**src/rtl/time_entry_pkg.sv**
```systemverilog
// Shared types and constants for the microwave time-entry register.
// Used by key_debouncer and time_entry_register.
package time_entry_pkg;

    localparam int unsigned DIGIT_W      = 4;
    localparam int unsigned MAX_SEC_TENS = 5;
    localparam int unsigned NUM_KEYS     = 10;

    typedef enum logic [1:0] {
        IDLE         = 2'd0,
        DEBOUNCE     = 2'd1,
        WAIT_RELEASE = 2'd2
    } key_state_e;

    function automatic logic is_onehot(input logic [NUM_KEYS-1:0] k);
        return (k != '0) && ((k & (k - 1'b1)) == '0);
    endfunction

    function automatic logic [DIGIT_W-1:0] key_to_digit(input logic [NUM_KEYS-1:0] k);
        logic [DIGIT_W-1:0] d;
        d = '0;
        for (int i = 0; i < NUM_KEYS; i++) begin
            if (k[i]) begin
                d = DIGIT_W'(i);
            end
        end
        return d;
    endfunction

endpackage

```
**src/rtl/key_debouncer.sv**
```systemverilog
// Qualifies a single one-hot key press: DEBOUNCE_CYCLES stable samples give one
// accept pulse, then the key must be released before another press counts.
module key_debouncer
    import time_entry_pkg::*;
#(
    parameter int unsigned DEBOUNCE_CYCLES = 4
) (
    input  logic                clock,
    input  logic                clear,
    input  logic [NUM_KEYS-1:0] keypad,
    input  logic                entry_en,
    output logic                accept,
    output logic [DIGIT_W-1:0]  key_digit
);

    localparam logic [3:0] CNT_MAX = 4'(DEBOUNCE_CYCLES);

    key_state_e          state_q, state_d;
    logic [NUM_KEYS-1:0] key_q, key_d;
    logic [3:0]          count_q, count_d;

    always_comb begin
        state_d = state_q;
        key_d   = key_q;
        count_d = count_q;
        accept  = 1'b0;
        if (!entry_en) begin
            state_d = IDLE;
            count_d = '0;
        end else begin
            unique case (state_q)
                IDLE: begin
                    if (is_onehot(keypad)) begin
                        key_d   = keypad;
                        count_d = 4'd1;
                        // A one-cycle debounce accepts on the very first sample.
                        if (count_d == CNT_MAX) begin
                            accept  = 1'b1;
                            state_d = WAIT_RELEASE;
                        end else begin
                            state_d = DEBOUNCE;
                        end
                    end
                end
                DEBOUNCE: begin
                    if (keypad == key_q) begin
                        count_d = count_q + 4'd1;
                        if (count_d == CNT_MAX) begin
                            accept  = 1'b1;
                            state_d = WAIT_RELEASE;
                        end
                    end else begin
                        state_d = IDLE;
                        count_d = '0;
                    end
                end
                WAIT_RELEASE: begin
                    if (keypad == '0) begin
                        state_d = IDLE;
                        count_d = '0;
                    end
                end
                default: begin
                    state_d = IDLE;
                    count_d = '0;
                end
            endcase
        end
    end

    assign key_digit = key_to_digit(key_d);

    always_ff @(posedge clock) begin
        if (clear) begin
            state_q <= IDLE;
            key_q   <= '0;
            count_q <= '0;
        end else begin
            state_q <= state_d;
            key_q   <= key_d;
            count_q <= count_d;
        end
    end

endmodule

```
**src/rtl/time_entry_register.sv**
```systemverilog
// Three-digit BCD time-entry shift register with commit strobe to the cook counters.
// Optional key-accept beep pulse is built only when KEYPAD_BEEP_EN is defined.
module time_entry_register
    import time_entry_pkg::*;
#(
    parameter int unsigned DEBOUNCE_CYCLES = 4,
    parameter int unsigned BEEP_CYCLES     = 8
) (
    input  logic                clock,
    input  logic                clear,
    input  logic [NUM_KEYS-1:0] keypad,
    input  logic                entry_en,
    input  logic                start,
    output logic [DIGIT_W-1:0]  sec_ones,
    output logic [DIGIT_W-1:0]  sec_tens,
    output logic [DIGIT_W-1:0]  minutes,
    output logic                loadn,
`ifdef KEYPAD_BEEP_EN
    output logic                beep,
`endif
    output logic                entry_error
);

    logic               accept;
    logic [DIGIT_W-1:0] key_digit;

    logic [DIGIT_W-1:0] sec_ones_q, sec_ones_d;
    logic [DIGIT_W-1:0] sec_tens_q, sec_tens_d;
    logic [DIGIT_W-1:0] minutes_q, minutes_d;
    logic               loadn_q, loadn_d;
    logic               commit;

    key_debouncer #(
        .DEBOUNCE_CYCLES(DEBOUNCE_CYCLES)
    ) u_key_debouncer (
        .clock    (clock),
        .clear    (clear),
        .keypad   (keypad),
        .entry_en (entry_en),
        .accept   (accept),
        .key_digit(key_digit)
    );

    assign entry_error = (sec_tens_q > DIGIT_W'(MAX_SEC_TENS));

    // Start is ignored during the strobe cycle so one commit yields exactly one pulse.
    assign commit = start && !entry_error && loadn_q &&
                    ((sec_ones_q | sec_tens_q | minutes_q) != '0);

    always_comb begin
        sec_ones_d = sec_ones_q;
        sec_tens_d = sec_tens_q;
        minutes_d  = minutes_q;
        loadn_d    = 1'b1;
        if (!loadn_q) begin
            sec_ones_d = '0;
            sec_tens_d = '0;
            minutes_d  = '0;
        end else if (commit) begin
            loadn_d = 1'b0;
        end else if (accept) begin
            minutes_d  = sec_tens_q;
            sec_tens_d = sec_ones_q;
            sec_ones_d = key_digit;
        end
    end

    always_ff @(posedge clock) begin
        if (clear) begin
            sec_ones_q <= '0;
            sec_tens_q <= '0;
            minutes_q  <= '0;
            loadn_q    <= 1'b1;
        end else begin
            sec_ones_q <= sec_ones_d;
            sec_tens_q <= sec_tens_d;
            minutes_q  <= minutes_d;
            loadn_q    <= loadn_d;
        end
    end

    assign sec_ones = sec_ones_q;
    assign sec_tens = sec_tens_q;
    assign minutes  = minutes_q;
    assign loadn    = loadn_q;

`ifdef KEYPAD_BEEP_EN
    localparam int unsigned BEEP_W = $clog2(BEEP_CYCLES + 1);

    logic              accept_q, accept_d;
    logic [BEEP_W-1:0] beep_cnt_q, beep_cnt_d;

    always_comb begin
        accept_d   = accept;
        beep_cnt_d = beep_cnt_q;
        if (accept_q) begin
            beep_cnt_d = BEEP_W'(BEEP_CYCLES);
        end else if (beep_cnt_q != '0) begin
            beep_cnt_d = beep_cnt_q - 1'b1;
        end
    end

    always_ff @(posedge clock) begin
        if (clear) begin
            accept_q   <= 1'b0;
            beep_cnt_q <= '0;
        end else begin
            accept_q   <= accept_d;
            beep_cnt_q <= beep_cnt_d;
        end
    end

    assign beep = (beep_cnt_q != '0);
`else
    logic unused_beep_cycles;
    assign unused_beep_cycles = ^BEEP_CYCLES;
`endif

endmodule
```
**config.mk**
```make
export PLATFORM = sky130hd
export DESIGN_NAME = time_entry_register
export DESIGN_NICKNAME = d
export VERILOG_FILES = /design/src/rtl/time_entry_pkg.sv /design/src/rtl/key_debouncer.sv /design/src/rtl/time_entry_register.sv
export SDC_FILE = /design/constraint.sdc
export NUM_CORES = 1
export LEC_CHECK = 0
export CORE_MARGIN = 10
export CORE_UTILIZATION = 51
export DETAILED_ROUTE_END_ITERATION = 8
export PLACE_DENSITY = 0.83
export SKIP_CTS_REPAIR_TIMING = 1
export SLEW_MARGIN = 20
export SYNTH_ARGS = -nofsm -noshare
export SYNTH_HDL_FRONTEND = slang
export SYNTH_SLANG_ARGS = --single-unit
```
**constraint.sdc**
```tcl
create_clock -name clock -period 2.5 [get_ports clock]
set_input_delay 0.5 -clock clock [delete_from_list [all_inputs] [get_ports clock]]
set_output_delay 0.5 -clock clock [all_outputs]
set_load 0.005 [all_outputs]
```
==> impl_metrics.tcl, run 1 <==
set metrics [dict create \
    run_status "finished, final reports clean" \
    routed_wl_um 3920 \
    clk_pin_slew_ns 0.09 \
    final_net_count 234 \
    grt_pass1_wl_um 6330 \
    yosysMostFrequentCell "sky130_fd_sc_hd__nor2_1" \
    final_max_slew_viol_count 0 \
    yosysWarnings 0 \
    finalNonFillerCells 249 \
    place_hpwl_um 3020 \
    hold_path.class "reg2reg" \
    worstSkewPairLatency_ns 0.34 \
    timing.final.setup_violations 0 \
    dieWidth_um 74.8 \
    worst_ep_arrival_time_ns 2.71 \
    synth.largest_area_cell "sky130_fd_sc_hd__dfxtp_1" \
    finish.instance_area_um2 1990 \
    min_from "sec_ones[1]" \
    netlist.area_leader.share_pct 37.9 \
    fraction_of_the_mapped_netlist_area_in_simple_logic_gates_pct 24.1 \
    antenna_cells_inserted 0 \
    worst_clock_skew_ns 0.00634 \
    per_cell_via_count_in_the_routed_design 5.85 \
    cts_buffer_depth 2 \
    numPortBuffers 27 \
    synth.avg_cell_area_um2 8.50 \
    worst_slew_pin_slew_ns 0.502 \
    initial_utilization_pct 54.5 \
    design.core.area_um2 2810 \
    crit-reg2reg-launch "u_key_debouncer.count_q[0]" \
    routed-via-count 1456 \
    cts_sinks 29 \
    cts-buffers-inserted 5 \
    muxShareOfSynthArea_pct 13.7 \
    finalHoldViolCount 0 \
    rows 19 \
    final_min_period_over_clock_period_pct 97.8 \
    syn2layout_area_growth_pct 29.8 \
    power.ir.vdd_worst_uv 318 \
    max_clock_freq_mhz 409 \
    grt.overflow.total 0 \
    grt_start_max_net_pins 16 \
    power_density_nw_per_um2 419 \
    path_class "in2reg" \
    synth_enable_flop_cells 0 \
    gpl.final_weighted_congestion 0.788 \
    timing.max_cap.violations 0 \
    route.detailed.drc 0 \
    synth_top_family_by_area "simple AND/OR/NAND/NOR gates" \
    synth_cell_types 35 \
    setup.worst_path.end_class "flip-flop" \
    flip_flop_and_latch_count_after_synthesis 29 \
    required_time_at_the_worst_slack_endpoint_ns 2.77 \
    synth-xor-area-share_pct 6.30 \
    timing.critical_path.fanout_max 4 \
    synth_adder_area_share_pct 1.64 \
    async_reset_ff_share_pct 0 \
    design.die.area_um2 5590 \
    tns_ns 0 \
    cts_tree "yes" \
    worst_setup_path_start_kind "input pin" \
    slew_headroom_pct 66.1 \
    first_global_vias 1393 \
    drt-pass1-iter-count 4 \
    grt_usage_pct 14.5 \
    detailed_place.area_um2 1910 \
    design_power_total_mw 0.833 \
    place_inst 242 \
    h-tree-depth 2 \
    drt_iter0_markers 81 \
    synth_sequential_area_ratio_pct 37.9 \
    hold_ws_ns 0.518 \
    synthTopCellsByCount "33 x sky130_fd_sc_hd__nor2_1, 29 x sky130_fd_sc_hd__dfxtp_1, 21 x sky130_fd_sc_hd__mux2i_1" \
    post_synth_instance_area_um2 1530 \
    root_buffer "sky130_fd_sc_hd__clkbuf_4" \
    grt_antenna_before_repair 0 \
    worst-r2r-setup-slack_ns 0.49 \
    cellLeakagePower_nw 0.763 \
    ant_nets 0 \
    i_o_pin_count 28 \
    drive_gt1_share_pct 12.4 \
    filler_cell_count 224 \
    synth_fp_nets 196 \
    synthFlopType "sky130_fd_sc_hd__dfxtp_1" \
    syn_inst 180 \
    route.detailed.wl_per_inst_um 15.7 \
    startpoint "keypad[0]" \
    floorplan.die.height_um 74.8 \
    synthTopCellsByArea "sky130_fd_sc_hd__dfxtp_1 38%, sky130_fd_sc_hd__mux2i_1 14%, sky130_fd_sc_hd__nor2_1 8.1%, sky130_fd_sc_hd__xnor2_1 6.3%, sky130_fd_sc_hd__a21oi_1 3.3%" \
    synthesized_area_fraction_occupied_by_ao_oa_aoi_and_oai_cells_pct 12.4 \
    post-route-min-period_ns 2.45 \
]
[placed cells by master, fill, tap and decap left out, types with 2 or more instances in the layout]
cell	count
sky130_fd_sc_hd__a211oi_1	4
sky130_fd_sc_hd__xnor2_1	11
sky130_fd_sc_hd__clkdlybuf4s50_1	27
sky130_fd_sc_hd__nand2b_1	5
sky130_fd_sc_hd__nand2_1	6
sky130_fd_sc_hd__nor2b_1	3
sky130_fd_sc_hd__a21oi_1	8
sky130_fd_sc_hd__or3_1	2
sky130_fd_sc_hd__nand3_1	6
sky130_fd_sc_hd__dfxtp_1	29
sky130_fd_sc_hd__nor4_1	7
sky130_fd_sc_hd__clkbuf_4	5
sky130_fd_sc_hd__o21ai_0	3
sky130_fd_sc_hd__inv_1	4
sky130_fd_sc_hd__a21oi_2	2
sky130_fd_sc_hd__nor3_1	5
sky130_fd_sc_hd__buf_4	12
sky130_fd_sc_hd__ha_1	2
sky130_fd_sc_hd__nor2_1	33
sky130_fd_sc_hd__o21bai_1	2
sky130_fd_sc_hd__nand4_1	3
sky130_fd_sc_hd__mux2i_1	21
[final timing paths]
check,to,depth (start not counted)
worst max-delay path,u_key_debouncer.state_q[0],7
worst min-delay path,sec_ones[1],2
worst max register to register,minutes[2],7
worst min register to register,sec_ones[1],2
[power breakdown]
group	internal (mW)	switching, mW	leakage, nW
sequential	0.462	0.000642	0.234
combinational	0.0417	0.0398	0.498
clock	0.132	0.157	0.0314
total	0.636	0.197	0.763
[routing by layer]
metal  track usage [%]  wire [um]
met5                 0          0
met4              8.82         87
met3              4.60        212
met2              25.0       2020
met1              15.3       1610
[stage by stage]
step                setup WS, ns  utilization [%]
global route             -0.0115             70.8
detailed placement        -0.257             68.2
finish                    0.0545             70.8
CTS                       0.0904             70.2
floorplan                  0.198                -
global placement          -0.194             68.2
[cells by family (layout without fill, tap and decap cells)]
family / count (synthesis) / count (layout)
simple gates: 75 / 75
flops: 29 / 29
compound gates: 28 / 28
mux: 21 / 21
buf+inv: 14 / 52
xor+xnor: 11 / 11
fa+ha+maj: 2 / 2
[state kept, by name (all words and copies together), names as in the netlist]
signal and flops:
sec_tens 4, u_key_debouncer.key_q 10, u_key_debouncer.state_q 2, loadn 1
minutes 4, sec_ones 4, u_key_debouncer.count_q 4
[critical path, stage by stage]
cell and delay (ns):
sky130_fd_sc_hd__clkdlybuf4s50_1 0.43, sky130_fd_sc_hd__or4_4 0.56, sky130_fd_sc_hd__or3_1 0.36, sky130_fd_sc_hd__nor3_4 0.24
sky130_fd_sc_hd__o211ai_2 0.13, sky130_fd_sc_hd__or3_1 0.35, sky130_fd_sc_hd__a21oi_2 0.15
[area by class of cell]
class	instances	area, um2	area share (%)
flip-flops and latches	29	581	29.2
clock buffers	7	55.1	2.77
well taps	31	38.8	1.95
inverters	4	15.0	0.756
multi-input cells	137	905	45.6
repair buffers	41	392	19.7
Power figures use the tool's default switching activity.
==> run 2: changes to the inputs <==
- ABC_AREA: default -> 1
- CORE_ASPECT_RATIO: default -> 1.75
- CORE_UTILIZATION: 51 -> 52
==> run 2 against run 1 <==
  * Area after synthesis grew 7.7%
  * Critical endpoint is now sec_ones[1]
  * Register-to-register slack better by 0.10 ns
  * Sequential share of layout area fell by 3.8 points
  * Flip-flop and latch count is the same
==> impl_metrics.tcl, run 2 <==
set metrics [dict create \
    final_net_count 318 \
    yosysMostFrequentCell "sky130_fd_sc_hd__nand2_1" \
    synthFlopType "sky130_fd_sc_hd__dfxtp_1" \
    clk_pin_slew_ns 0.07 \
    mostFrequentLayoutCell "sky130_fd_sc_hd__nand2_1" \
    per_cell_via_count_in_the_routed_design 5.25 \
    power_density_nw_per_um2 413 \
    timing.critical_path.fanout_max 8 \
    hold_ws_ns 0.499 \
    design_power_total_mw 0.943 \
    worst_slew_pin_slew_ns 0.502 \
    clock_power_share_pct 39.8 \
    required_time_at_the_worst_slack_endpoint_ns 2.68 \
    floorplan.die.height_um 94.5 \
    r2r.worst_path.cells 7 \
    drt_iter0_markers 72 \
    most-common-layout-cells "56 x sky130_fd_sc_hd__nand2_1, 35 x sky130_fd_sc_hd__nor2_1, 31 x sky130_fd_sc_hd__inv_1" \
    power.share.combinational_pct 11.1 \
    layout_setup_ws_ns 0.209 \
    synth.avg_cell_area_um2 6.73 \
    timing.final.setup_violations 0 \
    worst_ep_arrival_time_ns 2.47 \
    syn2layout_area_growth_pct 38.7 \
    tns_ns 0 \
    rsz_0062_raised_after_global_routing "false" \
    synth_sequential_area_ratio_pct 35.2 \
    drt-pass1-iter-count 4 \
    i_o_pin_count 28 \
    route.detailed.drc 0 \
    slew_headroom_pct 66.2 \
    critical_path_cell_count 12 \
    ant_nets 0 \
    largest_register_ff_count 10 \
    dieWidth_um 62.6 \
    startpoint "keypad[1]" \
    max_clock_freq_mhz 437 \
    utilization_pct 73.6 \
    worst_path_largest_cell_delay_ns 0.47 \
    cts_buffer_depth 2 \
    grt_antenna_before_repair 0 \
    hold_path.class "reg2reg" \
    initial_utilization_pct 53.0 \
    design.die.area_um2 5910 \
    h-tree-depth 2 \
    final_max_slew_viol_count 0 \
    finalHoldViolCount 0 \
    power.ir.vdd_worst_uv 438 \
    synth_fp_nets 261 \
    synthTopCellsByCount "57 x sky130_fd_sc_hd__nand2_1, 37 x sky130_fd_sc_hd__nor2_1, 31 x sky130_fd_sc_hd__inv_1" \
    routed-via-count 1817 \
    crit-reg2reg-launch "u_key_debouncer.count_q[0]" \
    grt_start_max_net_pins 16 \
    seq_power_share_pct 49.1 \
    netlist.area_leader.share_pct 35.2 \
    worst_clock_skew_ns 0.0109 \
    cts_sinks 29 \
    intPower_mw 0.700 \
    route.detailed.wl_per_inst_um 14.7 \
    grt.overflow.total 0 \
    synth.largest_area_cell "sky130_fd_sc_hd__dfxtp_1" \
    first_global_vias 1881 \
    yosysWarnings 0 \
    holdPathStages 2 \
    run_status "finished, final reports clean" \
    detailedPlace.worstSlack_ns -0.259 \
    regMostFlops "u_key_debouncer.key_q" \
    grt_usage_pct 17.4 \
    worst_setup_path_start_kind "input pin" \
    setup.worst_path.end_class "flip-flop" \
    timing.critical_path.cells "clkdlybuf4s50_1 > nor2_4 > nand2_1 > o21ai_1 > nand3_1 > nor2_4 > nand3_4 > mux2i_2 > and2_1 > nand2_1 > nand2_1 > a21oi_1" \
    grt_pass1_wl_um 8290 \
    synth_enable_flop_cells 0 \
    power.share.switching_pct 25.8 \
    root_buffer "sky130_fd_sc_hd__clkbuf_8" \
    synth_cell_types 33 \
    final_min_period_over_clock_period_pct 91.6 \
    worstSkewPairLatency_ns 0.29 \
    timing.max_cap.violations 0 \
    synthTopCellsByArea "sky130_fd_sc_hd__dfxtp_1 35%, sky130_fd_sc_hd__nand2_1 13%, sky130_fd_sc_hd__nor2_1 8.4%, sky130_fd_sc_hd__inv_1 7.1%, sky130_fd_sc_hd__a21oi_1 4.6%" \
    design.core.area_um2 3110 \
    critical_path.most_common_cell "sky130_fd_sc_hd__nand2_1" \
    antenna_cells_inserted 0 \
    rows 27 \
    path_class "in2reg" \
    cts-buffers-inserted 5 \
    cellLeakagePower_nw 1.01 \
    syn_inst 245 \
    place_hpwl_um 3900 \
    flip_flop_and_latch_count_after_synthesis 29 \
    async_reset_ff_share_pct 0 \
    gpl.final_weighted_congestion 0.973 \
    worst_path_max_delay_cell "sky130_fd_sc_hd__clkdlybuf4s50_1" \
    critical_path.top_delay_family "simple AND/OR/NAND/NOR gates" \
    min_from "u_key_debouncer.count_q[2]" \
    post_synth_instance_area_um2 1650 \
    critPathBufInv 1 \
    switchingPower_mw 0.244 \
    numPortBuffers 27 \
    routed_wl_um 5070 \
    post-route-min-period_ns 2.29 \
    cts_tree "yes" \
    drive_gt1_share_pct 18.2 \
]
[run 2: cell count changes after synthesis, moves of 5 or more]
| cell | change |
|---|---|
| sky130_fd_sc_hd__o21ai_0 | +6 |
| sky130_fd_sc_hd__o21ai_1 | +8 |
| sky130_fd_sc_hd__nand2b_1 | -5 |
| sky130_fd_sc_hd__a21oi_1 | +5 |
| sky130_fd_sc_hd__nor2_4 | +5 |
| sky130_fd_sc_hd__xnor2_1 | -6 |
| sky130_fd_sc_hd__nand2_1 | +51 |
| sky130_fd_sc_hd__mux2i_1 | -20 |
| sky130_fd_sc_hd__clkbuf_1 | -6 |
| sky130_fd_sc_hd__inv_1 | +27 |
| sky130_fd_sc_hd__nor4_1 | -6 |
[run 2: final cells by class]
cell class              instances  area (um2)
fillers                       261         822
clock inverters                 3        17.5
well taps                      43        53.8
clock buffers                   5        68.8
multi-input cells             182         972
repair buffers                 51         464
flip-flops and latches         29         581
inverters                      33         129
[run 2: path summary, 6_finish.rpt]
path,endpoint,slack (ns)
max,sec_ones[1],0.21
min,u_key_debouncer.count_q[2],0.50
max reg2reg,minutes[3],0.59
min reg2reg,u_key_debouncer.count_q[2],0.50
[run 2: per-stage QoR]
step | cells | cell area [um2]
global route | 346 | 2290
global placement | 336 | 2130
finish | 346 | 2290
floorplan | 245 | 1650
CTS | 344 | 2220
detailed placement | 336 | 2130
[run 2: logic make-up (layout without fill, tap and decap cells)]
group	Yosys count	after routing	share of synthesized area [%]
mux	1	1	0.607
xor+xnor	6	6	3.19
fa+ha+maj	2	2	1.52
simple gates	131	132	37.1
compound gates	41	41	13.9
buf+inv	35	92	8.50
flops	29	29	35.2
[run 2: worst reg2reg max path: stages, from the launching register on]
cell and delay, ns:
sky130_fd_sc_hd__dfxtp_1 0.35, sky130_fd_sc_hd__ha_1 0.22, sky130_fd_sc_hd__xnor2_1 0.13, sky130_fd_sc_hd__nor3_1 0.44, sky130_fd_sc_hd__nand4_2 0.22, sky130_fd_sc_hd__clkinvlp_4 0.20, sky130_fd_sc_hd__nor2_1 0.06, sky130_fd_sc_hd__a211oi_1 0.20
[run 2: metal layers]
layer	up-vias	track usage (%)	wire, um
met5	-	0	0
met4	0	12.7	261
met3	20	4.50	225
met2	51	33.1	2770
met1	842	15.4	1810
li1	904	-	-
[run 2: power by group through the flow]
stage	Clock [mW]	Sequential (mW)	Combinational [mW]
final	0.376	0.463	0.105
after CTS	0.379	0.463	0.0993
after global placement	0	0.473	0.0971
after detailed placement	0	0.473	0.0986
after floorplan	0	0.473	0.0431
after global routing	0.400	0.463	0.114
